File: src/rtl/div_ctrl_pkg.sv
// Shared types and constants for the multi-cycle divide sequencer.
package div_ctrl_pkg;

    localparam int unsigned DATA_W     = 32;
    localparam int unsigned DIV_CYCLES = 32;
    localparam int unsigned CNT_W      = 6;
    localparam int unsigned PART_W     = 2 * DATA_W + 1;

    typedef enum logic [1:0] {
        DIV_IDLE   = 2'b00,
        DIV_BYZERO = 2'b01,
        DIV_ON     = 2'b10,
        DIV_DONE   = 2'b11
    } div_state_e;

    // HI/LO payload: remainder in the upper word, quotient in the lower word
    typedef struct packed {
        logic [DATA_W-1:0] rem;
        logic [DATA_W-1:0] quo;
    } div_result_t;

    function automatic logic [DATA_W-1:0] neg32(input logic [DATA_W-1:0] x);
        return DATA_W'(~x + DATA_W'(1));
    endfunction

endpackage

File: src/rtl/div_step.sv
// One radix-2 restoring division iteration on the 65-bit partial.
module div_step
    import div_ctrl_pkg::*;
(
    input  logic [PART_W-1:0] partial,
    input  logic [DATA_W-1:0] divisor,
    output logic [PART_W-1:0] next_partial
);

    logic [DATA_W:0] trial;
    logic            unused_top;

    assign unused_top = partial[PART_W-1];
    assign trial      = {1'b0, partial[2*DATA_W-1:DATA_W]} - {1'b0, divisor};

    // Negative trial keeps the remainder and shifts in a 0 quotient bit
    always_comb begin
        next_partial = {partial[PART_W-2:0], 1'b0};
        if (!trial[DATA_W]) begin
            next_partial = {trial[DATA_W-1:0], partial[DATA_W-1:0], 1'b1};
        end
    end

endmodule

File: src/rtl/div_ctrl.sv
// 32-bit DIV/DIVU sequencer: 32 restoring iterations, result packed {rem, quo}.
// Define DIV_SIGNED_EN to honour signed_div; otherwise every divide is unsigned.
module div_ctrl
    import div_ctrl_pkg::*;
(
    input  logic               clk,
    input  logic               rst,
    input  logic               start,
    input  logic               signed_div,
    input  logic [DATA_W-1:0]  opdata1,
    input  logic [DATA_W-1:0]  opdata2,
    input  logic               annul,
    output logic [2*DATA_W-1:0] result,
    output logic               ready,
    output logic               busy
);

    div_state_e          state;
    logic [CNT_W-1:0]    counter;
    logic [PART_W-1:0]   partial;
    logic [PART_W-1:0]   next_partial;
    logic [DATA_W-1:0]   divisor;
    logic [DATA_W-1:0]   mag1;
    logic [DATA_W-1:0]   mag2;
    logic [DATA_W-1:0]   quo_fix;
    logic [DATA_W-1:0]   rem_fix;
    logic                unused_bit;

    assign unused_bit = partial[DATA_W];

`ifdef DIV_SIGNED_EN
    logic neg1;
    logic neg2;
    logic quo_neg;
    logic rem_neg;

    assign neg1    = signed_div & opdata1[DATA_W-1];
    assign neg2    = signed_div & opdata2[DATA_W-1];
    assign mag1    = neg1 ? neg32(opdata1) : opdata1;
    assign mag2    = neg2 ? neg32(opdata2) : opdata2;
    assign quo_fix = quo_neg ? neg32(partial[DATA_W-1:0]) : partial[DATA_W-1:0];
    assign rem_fix = rem_neg ? neg32(partial[PART_W-1:DATA_W+1])
                             : partial[PART_W-1:DATA_W+1];

    always_ff @(posedge clk or posedge rst) begin
        if (rst) begin
            quo_neg <= 1'b0;
            rem_neg <= 1'b0;
        end else if (state == DIV_IDLE && start && !annul) begin
            quo_neg <= neg1 ^ neg2;
            rem_neg <= neg1;
        end
    end
`else
    logic unused_signed;

    assign unused_signed = signed_div;
    assign mag1          = opdata1;
    assign mag2          = opdata2;
    assign quo_fix       = partial[DATA_W-1:0];
    assign rem_fix       = partial[PART_W-1:DATA_W+1];
`endif

    div_step u_step (
        .partial      (partial),
        .divisor      (divisor),
        .next_partial (next_partial)
    );

    // Sequencer; annul outranks both acceptance and completion
    always_ff @(posedge clk or posedge rst) begin
        if (rst) begin
            state   <= DIV_IDLE;
            result  <= '0;
            ready   <= 1'b0;
            busy    <= 1'b0;
            counter <= '0;
            partial <= '0;
            divisor <= '0;
        end else begin
            case (state)
                DIV_IDLE: begin
                    ready <= 1'b0;
                    if (start && !annul) begin
                        busy <= 1'b1;
                        if (opdata2 == '0) begin
                            state <= DIV_BYZERO;
                        end else begin
                            state   <= DIV_ON;
                            partial <= {DATA_W'(0), mag1, 1'b0};
                            divisor <= mag2;
                            counter <= '0;
                        end
                    end
                end
                DIV_BYZERO: begin
                    busy <= 1'b0;
                    if (annul) begin
                        state <= DIV_IDLE;
                        ready <= 1'b0;
                    end else begin
                        state  <= DIV_DONE;
                        result <= '0;
                        ready  <= 1'b1;
                    end
                end
                DIV_ON: begin
                    if (annul) begin
                        state <= DIV_IDLE;
                        ready <= 1'b0;
                        busy  <= 1'b0;
                    end else if (counter == CNT_W'(DIV_CYCLES)) begin
                        state  <= DIV_DONE;
                        result <= div_result_t'{rem: rem_fix, quo: quo_fix};
                        ready  <= 1'b1;
                        busy   <= 1'b0;
                    end else begin
                        partial <= next_partial;
                        counter <= counter + CNT_W'(1);
                    end
                end
                default: begin
                    state <= DIV_IDLE;
                    ready <= 1'b0;
                    busy  <= 1'b0;
                end
            endcase
        end
    end

endmodule
File: config.mk
export PLATFORM = sky130hd
export DESIGN_NAME = div_ctrl
export DESIGN_NICKNAME = d
export VERILOG_FILES = /design/src/rtl/div_ctrl_pkg.sv /design/src/rtl/div_step.sv /design/src/rtl/div_ctrl.sv
export SDC_FILE = /design/constraint.sdc
export NUM_CORES = 1
export LEC_CHECK = 0
export CAP_MARGIN = 40
export CORE_MARGIN = 1
export CORE_UTILIZATION = 50
export CTS_CLUSTER_DIAMETER = 50
export DETAILED_ROUTE_END_ITERATION = 12
export PLACE_DENSITY = 0.77
export SLEW_MARGIN = 20
export SYNTH_ARGS = -nofsm -noshare
export SYNTH_HDL_FRONTEND = slang
export SYNTH_HIERARCHICAL = 1
export SYNTH_SLANG_ARGS = --single-unit
export TNS_END_PERCENT = 10
File: constraint.sdc
create_clock -name clk -period 5.5 [get_ports clk]
set_input_delay 0.55 -clock clk [delete_from_list [all_inputs] [get_ports clk]]
set_output_delay 0.55 -clock clk [all_outputs]
set_load 0.01 [all_outputs]
After elaboration in Yosys (flattened, before gate mapping)

Index checks and enable logic that the tools add are counted.

Output and inout bits: 66
Flip-flop bits (word level): 171
Logic and storage cells: 59
Input bits: 69

Reduce and logical (&&, ||, !) cells: 10
Add/subtract/negate cells: 2
Mux-type cells: 29
Equality and inequality tests: 10
Bitwise operators: 1

Operators with widths:

| operator                                                         | number |
|---|---|
| 65-bit two-way mux                                               | 5 |
| 64-bit two-way mux                                               | 3 |
| 65-bit one-hot mux with 2 select lines                           | 1 |
| 64-bit one-hot mux with 2 select lines                           | 1 |
| 32-bit by 32-bit subtractor with 33-bit output                   | 1 |
| 32-bit zero test                                                 | 1 |
| 6-bit two-way mux                                                | 4 |
| 2-bit inequality test (second input constant)                    | 6 |
| 6-bit one-hot mux with 2 select lines                            | 1 |
| 2-bit two-way mux                                                | 5 |
| 6-bit by 1-bit adder with 6-bit output (second input constant)   | 1 |
| 6-bit == test (second input constant)                            | 1 |
| 1-bit two-way mux                                                | 6 |
| 2-bit one-hot mux with 3 select lines                            | 1 |
| 5-bit AND reduction                                              | 1 |
| 1-bit one-hot mux with 2 select lines                            | 2 |
| 4-bit AND reduction                                              | 1 |
| 2-bit nonzero test                                               | 2 |
| 3-bit inequality test (second input constant)                    | 1 |
| 3-bit AND reduction                                              | 1 |
| 2-bit by 1-bit == test with 1-bit output (second input constant) | 1 |
| 2-bit == test (second input constant)                            | 1 |
| 2-bit zero test                                                  | 1 |
| 2-bit AND reduction                                              | 1 |
| 3 further kinds                                                  | 3 |

Depth between registers and ports, before layout

Gate-level depths: netlist of run 1.

Word-level depth: 5
Gate-level depth with buffers: 16
Depth with buffers taken out: 14

Modules after synthesis

The synthesis of run 1 kept the hierarchy.

By module, submodules not included:

| module   | cells an instance | area an instance (µm²) | times used |
|---|---|---|---|
| div_ctrl | 540               | 7,443.4                | 1 |
| div_step | 358               | 2,378.5                | 1 |

Worst setup path after synthesis of run 1

No wires, ideal clock.

Path kind: reg-to-reg
From: reg partial[32]
To: reg partial[36]
Stages on the path, launching flop included: 16
Slack: 2,610 ps
Arrival: 2,766 ps
Period minus slack after synthesis: 2,890 ps
Cell sequence: dfrtp_1 > inv_1 > ha_1 > fa_1 > nor2b_4 > o2111ai_2 > a31oi_2 > o211ai_2 > a211oi_2 > o31ai_2 > a21bo_1 > buf_6 > buf_6 > mux2_4 > nand2_1 > mux2i_1

Word-level cells in the longest chain between the ends: 5

RTL lines:

| element                                        | RTL line        | source |
|---|---|---|
| start, declared                                | div_ctrl.sv:20  | `logic [PART_W-1:0] partial;` |
| start signal, assigned                         | div_ctrl.sv:90  | `partial <= {DATA_W'(0), mag1, 1'b0};` |
| start signal, assigned                         | div_ctrl.sv:118 | `partial <= next_partial;` |
| 32-bit by 32-bit subtractor with 33-bit output | div_step.sv:14  | `assign trial = {1'b0, partial[2*DATA_W-1:DATA_W]} - {1'b0, divisor};` |
| 65-bit two-way mux                             | div_step.sv:19  | `if (!trial[DATA_W]) begin` |
| named net next_partial[36]                     | div_ctrl.sv:21  | `logic [PART_W-1:0] next_partial;` |
| 65-bit two-way mux                             | div_ctrl.sv:112 | `end else if (counter == CNT_W'(DIV_CYCLES)) begin` |
| 65-bit two-way mux                             | div_ctrl.sv:108 | `if (annul) begin` |
| 65-bit one-hot mux with 2 select lines         | div_ctrl.sv:81  | `case (state)` |

The timed path passes the listed nets, and every way through them passes these cells. The select of a mux whose other input is x is not followed.
A chain may end at the register's enable or synchronous reset.

Worst setup path after layout of run 1

From: reg divisor[0]
To: reg partial[38]

Word-level cells in the longest chain between the ends: 5

RTL lines:

| element                                        | RTL line        | source |
|---|---|---|
| start, declared                                | div_ctrl.sv:22  | `logic [DATA_W-1:0] divisor;` |
| start signal, assigned                         | div_ctrl.sv:91  | `divisor <= mag2;` |
| 32-bit by 32-bit subtractor with 33-bit output | div_step.sv:14  |  |
| 65-bit two-way mux                             | div_step.sv:19  |  |
| named net next_partial[38]                     | div_ctrl.sv:21  |  |
| 65-bit two-way mux                             | div_ctrl.sv:112 |  |
| 65-bit two-way mux                             | div_ctrl.sv:108 |  |
| 65-bit one-hot mux with 2 select lines         | div_ctrl.sv:81  |  |

The timed path passes the listed nets, and every way through them passes these cells. The select of a mux whose other input is x is not followed.

==> run_results.csv, run 1 <==
group,metric,value,unit
status,run_status,"completed",
grt,globalRouteTotalUtil,22.7,%
worst_setup_path,cp.required,5790,ps
min_path,hold_path_class,"input port to asynchronous set/reset pin",
synthesis,post_synth_main_area_contributors,"dfrtp_1 (44%), a22o_1 (5.9%), mux2_4 (5.0%), ha_1 (4.8%), mux2_2 (4.4%)",
route,ant_nets,0,
die,boundaryPins,135,
die,dieHeight,142,µm
grt,global_route_wire_length_before_repair,36000,µm
synthesis,postSynth.asyncResetShare,100,%
sta,final.min_clock_period,3500,ps
cts,ctsLongestPathBuffers,2,
sta,timing.final.setup_violations,0,
sta,slew_viol_final,0,
cts,h-tree-depth,4,
place,hpwlAfterDp,14700,µm
route,wl_per_cell,17.2,µm
synthesis,library_cell_with_the_highest_instance_count_after_synthesis,"dfrtp_1",
route,detail_route.iter0.violations,430,
power_and_ir_drop,total_power_density_per_cell_area,477,nW/µm²
worst_setup_path,end_kind,"flip-flop",
die,floorplan_die_width,142,µm
final_layout,share_of_final_layout_standard_cells_stronger_than_drive_strength_1,13.8,%
synthesis,synth_flop_cell,"dfrtp_1",
worst_setup_path,critical-path-max-stage-delay,450,ps
grt,antenna_violations_before_repair,0,
final_layout,design.final.nets,1097,
worst_setup_path,critical-path-top-delay-family,"compound AO/OA/AOI/OAI gates",
grt,maximum_number_of_pins_on_one_net_before_global_route_repair,74,
route,detailed_route_wl,21700,µm
grt,total_congestion_overflow,0,
route,remaining_drc_errors,0,
cts,cts_made_buffers,17,
worst_setup_path,crit_buf_inv,1,
route,detail_route.first_pass.iterations,4,
sta,max_slew_margin,48.6,%
synthesis,synth.lib_cells_used.distinct,67,
sta,totalNegativeSetupSlack,0,ps
worst_setup_path,start_kind,"flip-flop",
cts,cts.hold.buffers_added,0,
cts,postCtsSetupRepairBufs,0,
place,place.port_buffers,133,
synthesis,syn-cell-area,9820,µm²
worst_setup_path,crit_fanout,24,
die,initial_utilization,51.8,%
synthesis,ys_warn_count,6,
power_and_ir_drop,power_leakage,5.31,nW
cts,clkTransAtPathRegs,70,ps
route,num_vias,7012,
synthesis,yosysTopAreaCellShare,43.6,%
die,core_rows,50,
cts,postCtsResizedCells,0,
worst_setup_path,slowest_stage,"fa_1",
sta,fmaxAchievable,286,MHz
final_layout,filler_cell_count,1540,
die,design.core.area,19000,µm²
cts,tritoncts,"done",
worst_setup_path,crit_chain,"ha_1 -> fa_1 -> nor2b_4 -> o2111ai_2 -> a31oi_2 -> o211ai_2 -> a211oi_2 -> o31ai_2 -> a21bo_1 -> buf_4 -> mux2_4 -> nand2_1 -> mux2i_1",
flow_run,maxCapViolCount,0,
synthesis,synth.avg_cell_area,10.9,µm²
synthesis,post_synthesis_net_count,1006,
cts,insertion_delay,430,ps
synthesis,sequential_to_total_area_share_from_yosys_stat,43.6,%
synthesis,synth-edff-count,0,
synthesis,synth.cells.most_frequent,"dfrtp_1 (171), nand2_1 (89), inv_1 (86), a22o_1 (66)",
grt,via_count_of_the_first_global_routing_pass,7065,
die,fp.dieArea,20200,µm²
sta,hold_viol,0,
power_and_ir_drop,total_power,5.57,mW
cts,cts_root_buf,"clkbuf_16",
place,gp_congestion,0.846,
final_layout,syn_to_final_growth,19.0,%
final_layout,antenna_cells,0,
worst_setup_path,worst_ep_arrival_time,3790,ps
cts,clock_sink_count,171,
sta,final_min_period_over_clock_period,63.6,%
synthesis,yosys_register_bits,171,
sta,tightest_slew,771,ps
synthesis,synth_top_cell_by_area,"dfrtp_1",
power_and_ir_drop,peak_vdd_ir,0.239,mV
route,vias_per_cell,5.56,
worst_setup_path,crit_type,"flip-flop to flip-flop",
sta,rsz_0062_raised_after_global_routing,"no",
synthesis,netlist_instances,898,
sta,skew,8.23,ps
==> registers in the layout, summed over array words and instances (netlist names) <==
signal	cells
result	64
busy	1
ready	1
state	2
counter	6
divisor	32
partial	65
==> per-layer routing <==
metal / wire [µm] / global-route usage [%]
met1: 10300 / 31.2
met2: 10100 / 36.1
met3: 938 / 4.14
met4: 393 / 7.70
met5: 0 / 0
==> placed cells by master, fill, tap and decap left out, types with 10 or more instances in the layout <==
| cell | count |
|---|---|
| nor2_1 | 20 |
| mux2_4 | 33 |
| o21ai_0 | 37 |
| xnor2_1 | 14 |
| mux2_1 | 29 |
| clkdlybuf4s50_1 | 133 |
| nand2_1 | 89 |
| a22o_1 | 66 |
| mux2_2 | 38 |
| a21oi_1 | 30 |
| a21o_1 | 13 |
| xor2_1 | 12 |
| ha_1 | 37 |
| inv_1 | 85 |
| mux2i_1 | 36 |
| dfrtp_1 | 171 |
| clkbuf_16 | 17 |
| nand3_1 | 10 |
==> cells by family after synthesis <==
group / synth area share, %
AOI/OAI and AO/OA: 15.9
xor gates and xnor gates: 2.32
adders and majority gates: 5.04
buffers and inverters: 9.15
DFF: 43.6
muxes: 16.4
and+or+nand+nor: 7.66
==> through the flow <==
| step | cells | util, % | worst slack (ps) | cell area (µm²) | hold slack (ps) |
|---|---|---|---|---|---|
| after global routing | 1262 | 61.6 | 1750 | 11700 | 464 |
| after floorplan | 898 | - | 318 | 9820 | 458 |
| after global placement | 1226 | 57.9 | 1740 | 11000 | 470 |
| final | 1262 | 61.6 | 2000 | 11700 | 445 |
| after CTS | 1261 | 61.6 | 2010 | 11700 | 442 |
| after detailed placement | 1229 | 58.3 | 2030 | 11100 | 480 |
==> worst paths after layout <==
kind | startpoint | endpoint | slack, ps | cells past startpoint
hold / removal | rst | result[30] | 450 | 2
setup reg to reg | divisor[0] | partial[38] | 2000 | 13
min in group clk | partial[32] | partial[32] | 490 | 1
max in group asynchronous | rst | partial[13] | 4290 | 3
hold reg to reg | partial[32] | partial[32] | 490 | 1
setup / recovery | divisor[0] | partial[38] | 2000 | 13
==> area by class of cell <==
type	count	area, µm²	area share [%]
clock inverter	15	189	1.62
tap	260	325	2.78
inverter	86	328	2.81
multi-input combinational	568	4650	39.8
clock buffer	17	425	3.64
sequential	171	4280	36.6
timing repair buffer	145	1490	12.7
==> report_power, final <==
part           internal [mW]  leakage [nW]  switching [mW]  total [mW]
Sequential              1.66          2.24           0.270        1.93
Combinational           1.25          2.77            1.18        2.43
Clock                  0.620         0.298           0.596        1.22
Total                   3.52          5.31            2.05        5.57
No activity file was read; power rests on OpenSTA's default activity.
==> run 2, diff against run 1 <==
- CORE_UTILIZATION: 50 -> 56
- PLACE_DENSITY: 0.77 -> 0.81
- clock period: 5.5 -> 3.5 ns (I/O delays scaled with it)
==> run 2 against run 1 <==
The run now ends with design-rule violations left. Routed wire length is 4.6% lower. Non-clock buffer count is 4 higher. Clock-buffer cell count is 1 higher.
==> run_results.csv, run 2 (synthesis gave the netlist of run 1 again) <==
group,metric,value,unit
cts,cts_root_buf,"clkbuf_16",
power_and_ir_drop,power_leakage,5.34,nW
power_and_ir_drop,total_power,8.93,mW
final_layout,final_cell_mix,"dfrtp_1 (171), clkdlybuf4s50_1 (133), nand2_1 (89)",
route,remaining_drc_errors,1,
route,ant_nets,0,
grt,global_route_wire_length_before_repair,34100,µm
min_path,hold_path_class,"input port to asynchronous set/reset pin",
power_and_ir_drop,peak_vdd_ir,0.486,mV
status,run_status,"finished with violations",
worst_setup_path,cp.required,3800,ps
worst_setup_path,ff2ff_setup_slack,240,ps
die,initial_utilization,57.0,%
grt,globalRouteTotalUtil,23.9,%
worst_setup_path,path_depth,14,
route,detailed_route_wl,20700,µm
sta,fmaxAchievable,307,MHz
place,detailedPlace.worstSlack,245,ps
sta,rsz_0062_raised_after_global_routing,"no",
die,core_rows,48,
worst_setup_path,crit_chain,"inv_1 -> ha_1 -> fa_1 -> nor2b_4 -> o2111ai_2 -> a31oi_4 -> o211ai_2 -> a211oi_2 -> o31ai_2 -> a21bo_1 -> buf_4 -> mux2_4 -> nand2_1 -> mux2i_1",
sta,timing.hold.ws,272,ps
worst_setup_path,crit_type,"flip-flop to flip-flop",
grt,antenna_violations_before_repair,0,
worst_setup_path,start_kind,"flip-flop",
die,design.core.area,17200,µm²
worst_setup_path,crit_fanout,41,
cts,clock_sink_count,171,
final_layout,reg_top3,"partial x65, result x64, divisor x32",
die,fp.dieArea,18100,µm²
final_layout,flip_flop_count_of_the_largest_register_after_layout,65,
worst_setup_path,path_depth_of_the_worst_reg2reg_path,14,
cts,tritoncts,"done",
route,detail_route.iter0.violations,452,
route,detail_route.first_pass.iterations,9,
final_layout,layout.cells.most_common,"dfrtp_1",
sta,timing.final.ws_setup,238,ps
place,place.port_buffers,133,
worst_setup_path,crit_buf_inv,2,
route,vias_per_cell,5.71,
sta,final_min_period_over_clock_period,93.2,%
cts,insertion_delay,430,ps
worst_setup_path,critical-path-max-stage-delay,440,ps
final_layout,antenna_cells,0,
worst_setup_path,end_kind,"flip-flop",
grt,via_count_of_the_first_global_routing_pass,6953,
sta,final.min_clock_period,3260,ps
cts,h-tree-depth,4,
die,dieHeight,134,µm
sta,hold_viol,0,
sta,skew,9.78,ps
worst_setup_path,slowest_stage,"fa_1",
route,wl_per_cell,16.8,µm
die,boundaryPins,135,
grt,maximum_number_of_pins_on_one_net_before_global_route_repair,71,
power_and_ir_drop,total_power_density_per_cell_area,761,nW/µm²
sta,totalNegativeSetupSlack,0,ps
die,floorplan_die_width,134,µm
place,gp_congestion,0.897,
cts,cts_made_buffers,17,
worst_setup_path,critical-path-top-delay-family,"compound AO/OA/AOI/OAI gates",
worst_setup_path,worst_ep_arrival_time,3560,ps
sta,tightest_slew,652,ps
sta,timing.final.setup_violations,0,
sta,slew_viol_final,0,
cts,postCtsSetupRepairBufs,0,
cts,clkTransAtPathRegs,70,ps
sta,max_slew_margin,55.4,%
worst_setup_path,reg2reg_start,"partial[32]",
final_layout,syn_to_final_growth,19.4,%
status,violations,"design-rule violations",
final_layout,design.final.nets,1101,
worst_setup_path,cp-startpoint,"partial[32]",
worst_setup_path,worstReg2RegEnd,"partial[37]",
place,hpwlAfterDp,14700,µm
cts,ctsLongestPathBuffers,2,
flow_run,maxCapViolCount,0,
grt,total_congestion_overflow,0,
worst_setup_path,crit_end,"partial[37]",
final_layout,share_of_final_layout_standard_cells_stronger_than_drive_strength_1,13.9,%
final_layout,top_register,"partial",
route,num_vias,7027,
-- run 2: cell types whose count changed in the layout (fill, tap and decap cells not counted) --
cell        before  now
inv_8            5    1
a31oi_2          1    0
buf_8            1    0
buf_16           3    0
clkinv_2         0    2
buf_12           0    7
clkinv_4         2    1
a31oi_4          1    2
bufinv_16        0    5
buf_4            8    9
clkbuf_1         0    1
clkinv_8         6    0
clkinvlp_4       0    2
-- run 2: cell type report --
cell class | instances | area [µm²]
sequential | 171 | 4280
multi-input combinational | 568 | 4660
clock buffer | 18 | 429
timing repair buffer | 149 | 1540
fill | 1306 | 5510
tap | 225 | 282
clock inverter | 13 | 214
inverter | 86 | 327
-- run 2: repair_timing --
item,4_1_cts,5_1_grt
setup endpoints to repair,0,2
resized for setup,0,1
hold buffers,0,0
hold endpoints to repair,0,0
-- run 2: per-layer routing --
metal | global-route usage [%] | wire length (µm) | vias to the layer above
met5 | 0 | 0 | -
met4 | 8.24 | 419 | 0
met3 | 4.99 | 1040 | 29
met2 | 39.0 | 9710 | 215
met1 | 31.7 | 9530 | 3439
li1 | - | - | 3344
-- run 2: worst reg2reg max path, delay by kind of cell, from the launching register on --
kind / cells / cell delay, ps
compound gates: 6 / 1160
buf+inv: 2 / 310
flops: 1 / 340
fa+ha+maj: 2 / 660
simple gates: 2 / 220
mux: 2 / 420
-- run 2: worst min path at each step --
| stage | cells past startpoint | slack [ps] | to | startpoint |
|---|---|---|---|---|
| after global placement | 1 | 470 | partial[32] | partial[32] |
| after floorplan | 1 | 460 | partial[32] | partial[32] |
| after detailed placement | 1 | 480 | partial[32] | partial[32] |
| final | 2 | 270 | result[11] | rst |
| after global routing | 2 | 280 | result[10] | rst |
| after CTS | 2 | 270 | result[11] | rst |
-- run 2: metrics by stage --
step | cells | area (µm²) | utilization (%)
2_1_floorplan | 898 | 9830 | -
3_3_place_gp | 1198 | 11100 | 64.1
3_5_place_dp | 1198 | 11100 | 64.1
4_1_cts | 1229 | 11700 | 67.9
5_1_grt | 1230 | 11700 | 68.0
6_report | 1230 | 11700 | 68.0
-- run 2: power breakdown --
group	leakage [nW]	switching (mW)	internal, mW	total, mW
Combinational	2.79	1.83	1.99	3.82
Sequential	2.24	0.435	2.61	3.04
Clock	0.313	0.790	1.27	2.06
Total	5.34	3.06	5.87	8.93
